--- src/rtl/spi_slave_rx_tx.sv ---
// ---------------------------------------------------------------------------
// spi_slave_rx_tx
//
// SPI slave supporting all four modes (cpol/cpha chosen at run time). It
// receives one byte per 8 sample edges from the master and transmits one
// byte from a single-entry TX buffer. The SPI pins are asynchronous to clk
// and are resynchronised before any edge detection.
//
// Optional feature: define SPI_SLAVE_UNDERRUN_EN to build the sticky
// underrun flag. Without it, underrun is tied low.
//
// Ports:
//   clk       system clock, rising edge
//   rst_n     asynchronous active-low reset
//   cpol      clock polarity (sck idle level)
//   cpha      clock phase (0: sample leading edge, 1: sample trailing edge)
//   sck       SPI clock from master (asynchronous)
//   mosi      serial data from master
//   ss        slave select, active-low
//   miso      serial data to master
//   tx_data   byte to transmit
//   tx_load   one-cycle strobe writing tx_data into the TX buffer
//   tx_ready  TX buffer empty
//   rx_data   last complete received byte
//   rx_valid  one-cycle pulse when rx_data updates
//   busy      ss synchronised low
//   abort     one-cycle pulse when ss rises mid-byte
//   underrun  sticky: a byte started with an empty TX buffer
// ---------------------------------------------------------------------------
module spi_slave_rx_tx #(
  parameter int SYNC_STAGES = 2
) (
  input  logic       clk,
  input  logic       rst_n,
  input  logic       cpol,
  input  logic       cpha,
  input  logic       sck,
  input  logic       mosi,
  input  logic       ss,
  output logic       miso,
  input  logic [7:0] tx_data,
  input  logic       tx_load,
  output logic       tx_ready,
  output logic [7:0] rx_data,
  output logic       rx_valid,
  output logic       busy,
  output logic       abort,
  output logic       underrun
);

  typedef enum logic [1:0] {
    IDLE     = 2'd0,
    LOAD     = 2'd1,
    SHIFT    = 2'd2,
    COMPLETE = 2'd3
  } state_t;

  logic [SYNC_STAGES-1:0] sckSync_q;
  logic [SYNC_STAGES-1:0] mosiSync_q;
  logic [SYNC_STAGES-1:0] ssSync_q;
  logic [SYNC_STAGES-1:0] settle_q;
  logic                   sckPrev_q;
  logic                   ssPrev_q;
  logic                   armed_q;

  state_t     state_q, state_d;
  logic [7:0] txShift_q, txShift_d;
  logic [7:0] rxShift_q, rxShift_d;
  logic [2:0] bitCnt_q, bitCnt_d;
  logic [7:0] txBuf_q, txBuf_d;
  logic       txFull_q, txFull_d;
  logic [7:0] rxData_q, rxData_d;
  logic       rxValid_q, rxValid_d;
  logic       abort_q, abort_d;

  logic       sckS, mosiS, ssS;
  logic       leadEdge, trailEdge, sampleEdge, shiftEdge;
  logic       ssFall;
  logic [7:0] loadByte;

  assign sckS  = sckSync_q[SYNC_STAGES-1];
  assign mosiS = mosiSync_q[SYNC_STAGES-1];
  assign ssS   = ssSync_q[SYNC_STAGES-1];

  assign leadEdge   = (sckPrev_q == cpol) && (sckS != cpol);
  assign trailEdge  = (sckPrev_q != cpol) && (sckS == cpol);
  assign sampleEdge = cpha ? trailEdge : leadEdge;
  assign shiftEdge  = cpha ? leadEdge  : trailEdge;

  // The ss synchroniser is preset high, so a pin held low through reset
  // would look like a falling edge once it propagates. armed_q only sets
  // after the chain has flushed its preset and a real high level was seen,
  // so a transfer interrupted by reset is never resumed.
  assign ssFall = armed_q && ssPrev_q && !ssS;

  assign loadByte = txFull_q ? txBuf_q : 8'h00;

  // Synchronisers, edge-detect history and the post-reset arming flag.
  always_ff @(posedge clk or negedge rst_n) begin
    if (!rst_n) begin
      sckSync_q  <= '0;
      mosiSync_q <= '0;
      ssSync_q   <= '1;
      settle_q   <= '0;
      sckPrev_q  <= 1'b0;
      ssPrev_q   <= 1'b1;
      armed_q    <= 1'b0;
    end else begin
      sckSync_q  <= {sckSync_q[SYNC_STAGES-2:0], sck};
      mosiSync_q <= {mosiSync_q[SYNC_STAGES-2:0], mosi};
      ssSync_q   <= {ssSync_q[SYNC_STAGES-2:0], ss};
      settle_q   <= {settle_q[SYNC_STAGES-2:0], 1'b1};
      sckPrev_q  <= sckS;
      ssPrev_q   <= ssS;
      armed_q    <= armed_q || (settle_q[SYNC_STAGES-1] && ssS);
    end
  end

  // State and datapath registers.
  always_ff @(posedge clk or negedge rst_n) begin
    if (!rst_n) begin
      state_q   <= IDLE;
      txShift_q <= 8'h00;
      rxShift_q <= 8'h00;
      bitCnt_q  <= 3'd7;
      txBuf_q   <= 8'h00;
      txFull_q  <= 1'b0;
      rxData_q  <= 8'h00;
      rxValid_q <= 1'b0;
      abort_q   <= 1'b0;
    end else begin
      state_q   <= state_d;
      txShift_q <= txShift_d;
      rxShift_q <= rxShift_d;
      bitCnt_q  <= bitCnt_d;
      txBuf_q   <= txBuf_d;
      txFull_q  <= txFull_d;
      rxData_q  <= rxData_d;
      rxValid_q <= rxValid_d;
      abort_q   <= abort_d;
    end
  end

  // Next-state logic. bitCnt_q == 7 means no sample edge has happened yet in
  // the current byte; shift edges are ignored until then. That holds bit 7
  // on miso through the first shift edge in cpha=1, and in cpha=0 it swallows
  // the trailing edge left over from the previous byte of a back-to-back
  // burst. The same test separates a real mid-byte ss rise (abort) from the
  // ss rise that follows the final byte, which lands in the freshly started
  // next byte before any sample.
  always_comb begin
    state_d   = state_q;
    txShift_d = txShift_q;
    rxShift_d = rxShift_q;
    bitCnt_d  = bitCnt_q;
    txBuf_d   = txBuf_q;
    txFull_d  = txFull_q;
    rxData_d  = rxData_q;
    rxValid_d = 1'b0;
    abort_d   = 1'b0;

    case (state_q)
      IDLE: begin
        if (ssFall) begin
          state_d = LOAD;
        end
      end
      LOAD: begin
        txShift_d = loadByte;
        txFull_d  = 1'b0;
        bitCnt_d  = 3'd7;
        rxShift_d = 8'h00;
        state_d   = SHIFT;
      end
      SHIFT: begin
        if (ssS) begin
          state_d = IDLE;
          abort_d = (bitCnt_q != 3'd7);
        end else if (sampleEdge) begin
          rxShift_d = {rxShift_q[6:0], mosiS};
          if (bitCnt_q == 3'd0) begin
            state_d = COMPLETE;
          end else begin
            bitCnt_d = bitCnt_q - 3'd1;
          end
        end else if (shiftEdge && (bitCnt_q != 3'd7)) begin
          txShift_d = {txShift_q[6:0], 1'b0};
        end
      end
      COMPLETE: begin
        rxData_d  = rxShift_q;
        rxValid_d = 1'b1;
        state_d   = ssS ? IDLE : LOAD;
      end
      default: begin
        state_d = IDLE;
      end
    endcase

    // A load in the LOAD cycle lands in the buffer for the following byte.
    if (tx_load) begin
      txBuf_d  = tx_data;
      txFull_d = 1'b1;
    end
  end

  // In LOAD the shift register is not yet filled, so bit 7 comes straight
  // from the buffer to present the MSB from the LOAD cycle onward.
  always_comb begin
    miso = 1'b0;
    case (state_q)
      IDLE:    miso = 1'b0;
      LOAD:    miso = loadByte[7];
      default: miso = txShift_q[7];
    endcase
  end

  assign tx_ready = !txFull_q;
  assign rx_data  = rxData_q;
  assign rx_valid = rxValid_q;
  assign busy     = !ssS;
  assign abort    = abort_q;

`ifdef SPI_SLAVE_UNDERRUN_EN
  logic underrun_q;

  // Set when a byte starts without buffered data; a new load clears it.
  always_ff @(posedge clk or negedge rst_n) begin
    if (!rst_n) begin
      underrun_q <= 1'b0;
    end else if ((state_q == LOAD) && !txFull_q) begin
      underrun_q <= 1'b1;
    end else if (tx_load) begin
      underrun_q <= 1'b0;
    end
  end

  assign underrun = underrun_q;
`else
  assign underrun = 1'b0;
`endif

endmodule

--- config.mk ---
export PLATFORM = sky130hd
export DESIGN_NAME = spi_slave_rx_tx
export DESIGN_NICKNAME = d
export VERILOG_FILES = /design/src/rtl/spi_slave_rx_tx.sv
export SDC_FILE = /design/constraint.sdc
export NUM_CORES = 1
export LEC_CHECK = 0
export CORE_ASPECT_RATIO = 0.75
export CORE_MARGIN = 10
export CORE_UTILIZATION = 50
export CTS_CLUSTER_SIZE = 8
export DETAILED_ROUTE_END_ITERATION = 7
export PLACE_DENSITY = 0.85
export SLEW_MARGIN = 20
export SYNTH_ARGS = -nofsm -noshare
export SYNTH_HDL_FRONTEND = slang
export SYNTH_SLANG_ARGS = --single-unit
--- constraint.sdc ---
create_clock -name clk -period 1.85 [get_ports clk]
set_clock_uncertainty 0.15 [all_clocks]
set_input_delay 0.2775 -clock clk [delete_from_list [all_inputs] [get_ports clk]]
set_output_delay 0.2775 -clock clk [all_outputs]
set_load 0.01 [all_outputs]
== After elaboration in Yosys (flattened, before gate mapping) ==
Cells that the tools add are included.
Storage, ports and cells
  bits in writable memories: 0
  memories: 0
  memory bits (read-only): 0
  input bits: 16
  word-level logic and storage cells: 76
  register bits: 51
  output and inout port bits: 14
  bits in latches: 0
Cells by class
  div/mod/pow operators: 0
  order comparisons: 0
  shift operators: 0
  bitwise logic cells: 0
  reduce and logical (&&, ||, !) cells: 17
  multiply operators: 0
  equal/unequal tests: 16
  add/subtract/negate cells: 1
  multiplexer cells: 26
Operators by type and width (number)
  8-bit two-way mux: 6
  8-bit one-hot mux with 2 select lines: 2
  2-bit inequality test (second input constant): 6
  3-bit two-way mux: 3
  3-bit inequality test (second input constant): 3
  1-bit two-way mux: 8
  2-bit two-way mux: 4
  2-bit one-hot mux with 4 select lines: 1
  4-bit AND reduction: 2
  1-bit logical AND: 6
  3-bit one-hot mux with 2 select lines: 1
  3-bit AND reduction: 2
  2-bit equality test (second input constant): 2
  2-bit nonzero test: 2
  3-bit zero test: 1
  3-bit by 1-bit subtractor with 3-bit output (second input constant): 1
  1-bit equality test: 2
  2-bit by 1-bit equality test with 1-bit output (second input constant): 1
  1-bit zero test: 2
  2-bit zero test: 1
  1-bit inequality test: 2
  1-bit one-hot mux with 2 select lines: 1
  1-bit logical OR: 1

== Depth between registers and ports, before layout ==
  word-level depth: 8
  mapped depth: 7
  depth with buffers taken out: 6

== Least setup slack after synthesis ==
No wires, ideal clock.
  kind: reg-to-reg
  start point: register state_q[0]
  end point: register txShift_q[1]
  data required time: 1575 ps
  clock period less this slack: 1669 ps
  arrival: 1394 ps
  path slack: 181 ps
  cell stages (with the launch flop): 7
  path through: dfrtp_1 -> and2b_1 -> buf_4 -> nand2_1 -> o21ai_2 -> nand2_4 -> mux2_4
Between the ends
  cells in the longest elaborated chain, start to end: 3
Ends and longest elaborated chain
  from (decl): line 66  | state_t state_q, state_d;
  from (signal assigned): line 132  | state_q <= state_d;
  2-bit equality test / 2-bit by 1-bit equality test with 1-bit output (equally long branches): line 162  | case (state_q)
  2-bit inequality test (no source line) / 2-bit nonzero test (equally long branches)
  4-bit AND reduction (no source line)
  to (signal assigned): line 133  | txShift_q <= txShift_d;
  to (decl): line 67  | logic [7:0] txShift_q, txShift_d;
Several ways; a longest one is shown, not always the timed one.
A chain may end at the register's enable or synchronous reset.

== Worst setup path in the final report ==
  start point: register sckSync_q[1]
  end point: register txShift_q[7]
Between the ends
  cells in the longest elaborated chain, start to end: 6
Ends and longest elaborated chain
  from (decl): line 58  | logic [SYNC_STAGES-1:0] sckSync_q;
  from (signal assigned): line 109  | sckSync_q <= {sckSync_q[SYNC_STAGES-2:0], sck};
  1-bit equality test / 1-bit inequality test (equally long branches): line 86, 85
  1-bit logical AND, on equally long branches: line 86, 85
  1-bit two-way mux: line 88  | assign shiftEdge = cpha ? leadEdge : trailEdge;
  1-bit logical AND: line 186  | end else if (shiftEdge && (bitCnt_q != 3'd7)) begin
  2-bit inequality test (no source line)
  4-bit AND reduction (no source line) (*)
Every way passes the cells marked *; elsewhere a longest branch is shown, timed or not.

==> flow_summary.toml <==
[floorplan]
io_pins = 30
start_util_pct = 52.3
rows = 20
fp.dieArea_um2 = 7310
die_h_um = 76.6
core_area_um2 = 4080
die_w_um = 95.4

[worst_setup_path]
crit_chain = "nor2b_1 -> mux2_4 -> o21ai_4 -> nand2_4 -> mux2_4"
cpMostUsedCell = "mux2_4"
path_class = "register to register"
reg2reg_depth = 5
cp-start-kind = "register"
path_max_fanout = 8
critical_path.slowest_cell = "dfrtp_1"
crit_arrival_ps = 1760
reg2reg_to = "txShift_q[7]"
r2r_start = "sckSync_q[1]"
crit_family = "multiplexers"
crit_buf_inv = 0
cp.required_ps = 1890
r2r_slack_ps = 130
slowest_delay_ps = 400
crit_path_end_kind = "register"
cp_num_cells = 5

[sta]
setup_viol = 0
finalHoldViolations = 0
fmax_mhz = 580
period_minus_slack_ps = 1720
rsz0062_at_grt = "no"
min_period_over_period_pct = 93.2
final_max_slew_viol_count = 0

[clock_tree]
postCtsSetupRepairBufs = 0
clkLatencyLatePin_ps = 300
clk_pin_slew_ps = 90
cts_tree = "yes"
cts.sinks = 51
root_buffer = "clkbuf_8"
htreeDepth = 2
numCtsBuffers = 5
cts_buffer_depth = 2

[cells_and_area]
layout-drive-gt1-share_pct = 26.6
final_cells = 269
syn2layout_area_growth_pct = 23.2
final_area_um2 = 2630
diodes = 0
nets = 232

[global_route]
antenna_found_initial = 0
grt_remaining_overflow = 0
grt_max_degree = 48
grt_pass1_wl_mm = 6.73
grt_pass1_vias = 1430
grt_use_total_pct = 11.5

[yosys]
netlist-cell-type-count = 34
synth_edf_count = 0
ys_warn_count = 0
seq_area_frac_synth_pct = 60.1
ys.flop_type = "dfrtp_1"
yosysMostFrequentCell = "dfrtp_1"
synth_top_area_cell = "dfrtp_1"
ys_async_sr_fraction_pct = 100
syn_nets = 195
ys_ff_latch = 51
synth_commonest_cells = "45 x dfrtp_1, 35 x nand2_1, 16 x mux2_2"
syn_area_um2 = 2130
synthTopCellsByArea = "dfrtp_1 53%, mux2_2 8.4%, dfstp_2 7.4%"
synthesis.instances = 176
synth_top_area_share_pct = 52.8
synth_area_per_cell_um2 = 12.1

[placed_design]
dpl.hpwl_mm = 2.76
globalplace.congestion = 0.791
post-place-cells = 260
io_buffers = 28
place_area_um2 = 2520

[power]
ir_worst_vdd_mv = 0.654
pwr_density_cell_nw_per_um2 = 1120
p_leak_nw = 1.29

[drt]
wirelength_mm = 3.73
viasPerCell = 5.07
initialDrtViolationCount = 86
drcViolationCount = 0
vias = 1364
routedWlPerCell_um = 13.9
ant_nets = 0
drt_first_pass_iters = 4

[flow_run]
maxCapViolCount = 0

[run_status]
status = "finished clean"

[worst_hold_path]
hold_path.class = "input pin to async pin"
metrics by stage:
| step | setup WS (ps) | utilization (%) | TNS [ps] | power, mW | hold WS, ps |
|---|---|---|---|---|---|
| finish | 126 | 64.4 | 0 | 2.95 | 165 |
| CTS | 37.9 | 64.4 | 0 | 2.97 | 166 |
| floorplan | 181 | - | 0 | 2.01 | -168 |
| detailed placement | -329 | 61.7 | -4900 | 2.31 | -37.8 |
| global route | 8.02 | 64.4 | 0 | 3.12 | 183 |
| global placement | -282 | 61.7 | -4110 | 2.27 | -40.7 |
power breakdown:
part | switching (mW) | internal, mW
logic | 0.419 | 0.455
clock network | 0.358 | 0.305
registers | 0.106 | 1.30
layout make-up:
cell class,count,area (um^2)
clock buffers,6,82.6
clock inverters,2,16.3
fillers,308,1450
inverters,6,22.5
multi-input cells,110,785
flip-flops and latches,51,1280
well taps,55,68.8
repair buffers,39,370
cells by family (layout without fill, tap and decap cells):
family	count (synthesis)	in the layout	synth area share, %
and+or+nand+nor	59	59	12.5
DFF	51	51	60.1
muxes	26	26	15.0
AOI/OAI and AO/OA	19	19	6.21
buffers and inverters	15	53	3.28
adders and majority gates	3	3	1.76
other	2	2	0.352
xor gates and xnor gates	1	1	0.762
sequential cells by signal, indices dropped and copies added (netlist names), 2 cells and up:
register / count
bitCnt_q: 3
mosiSync_q: 2
rxShift_q: 8
rx_data: 8
sckSync_q: 2
settle_q: 2
ssSync_q: 2
state_q: 2
txBuf_q: 8
txShift_q: 8
routing by layer:
| layer | GRT usage, % | vias to the layer above | wire (um) |
|---|---|---|---|
| li1 | - | 662 | - |
| met1 | 14.7 | 658 | 1680 |
| met2 | 17.3 | 37 | 1760 |
| met3 | 3.15 | 7 | 189 |
| met4 | 5.44 | 0 | 98 |
| met5 | 0 | - | 0 |
how the worst max path moves through the flow:
stage,slack [ps],endpoint,from
after global placement,-280,txShift_q[5],cpol
after detailed placement,-330,txShift_q[3],cpol
after CTS,40,busy,ssSync_q[1]
after global routing,8,bitCnt_q[0],sckSync_q[1]
final,130,txShift_q[7],sckSync_q[1]
after floorplan,180,txShift_q[1],state_q[0]
placed cells by master (no fill, tap or decap), types with 2 or more instances in the layout:
master and count:
a21o_1 2, a31oi_1 2, buf_4 9, clkbuf_8 6, clkdlybuf4s50_1 22, conb_1 2, dfrtp_1 45, dfstp_2 6
dlygate4sd2_1 4, ha_1 3, inv_1 4, inv_2 2, mux2_2 16, mux2_4 8, nand2_1 35, nand3_1 8
nor2_1 5, nor2b_1 3, nor3_1 2, o21ai_0 7, o21ai_1 2
timing repair:
item	in CTS	in global routing
hold buffers	1	0
endpoints found under the hold margin	46	0
pin swaps	3	0
endpoints found under the setup margin	9	1
gates resized for setup	5	1
Power figures use the tool's default switching activity.
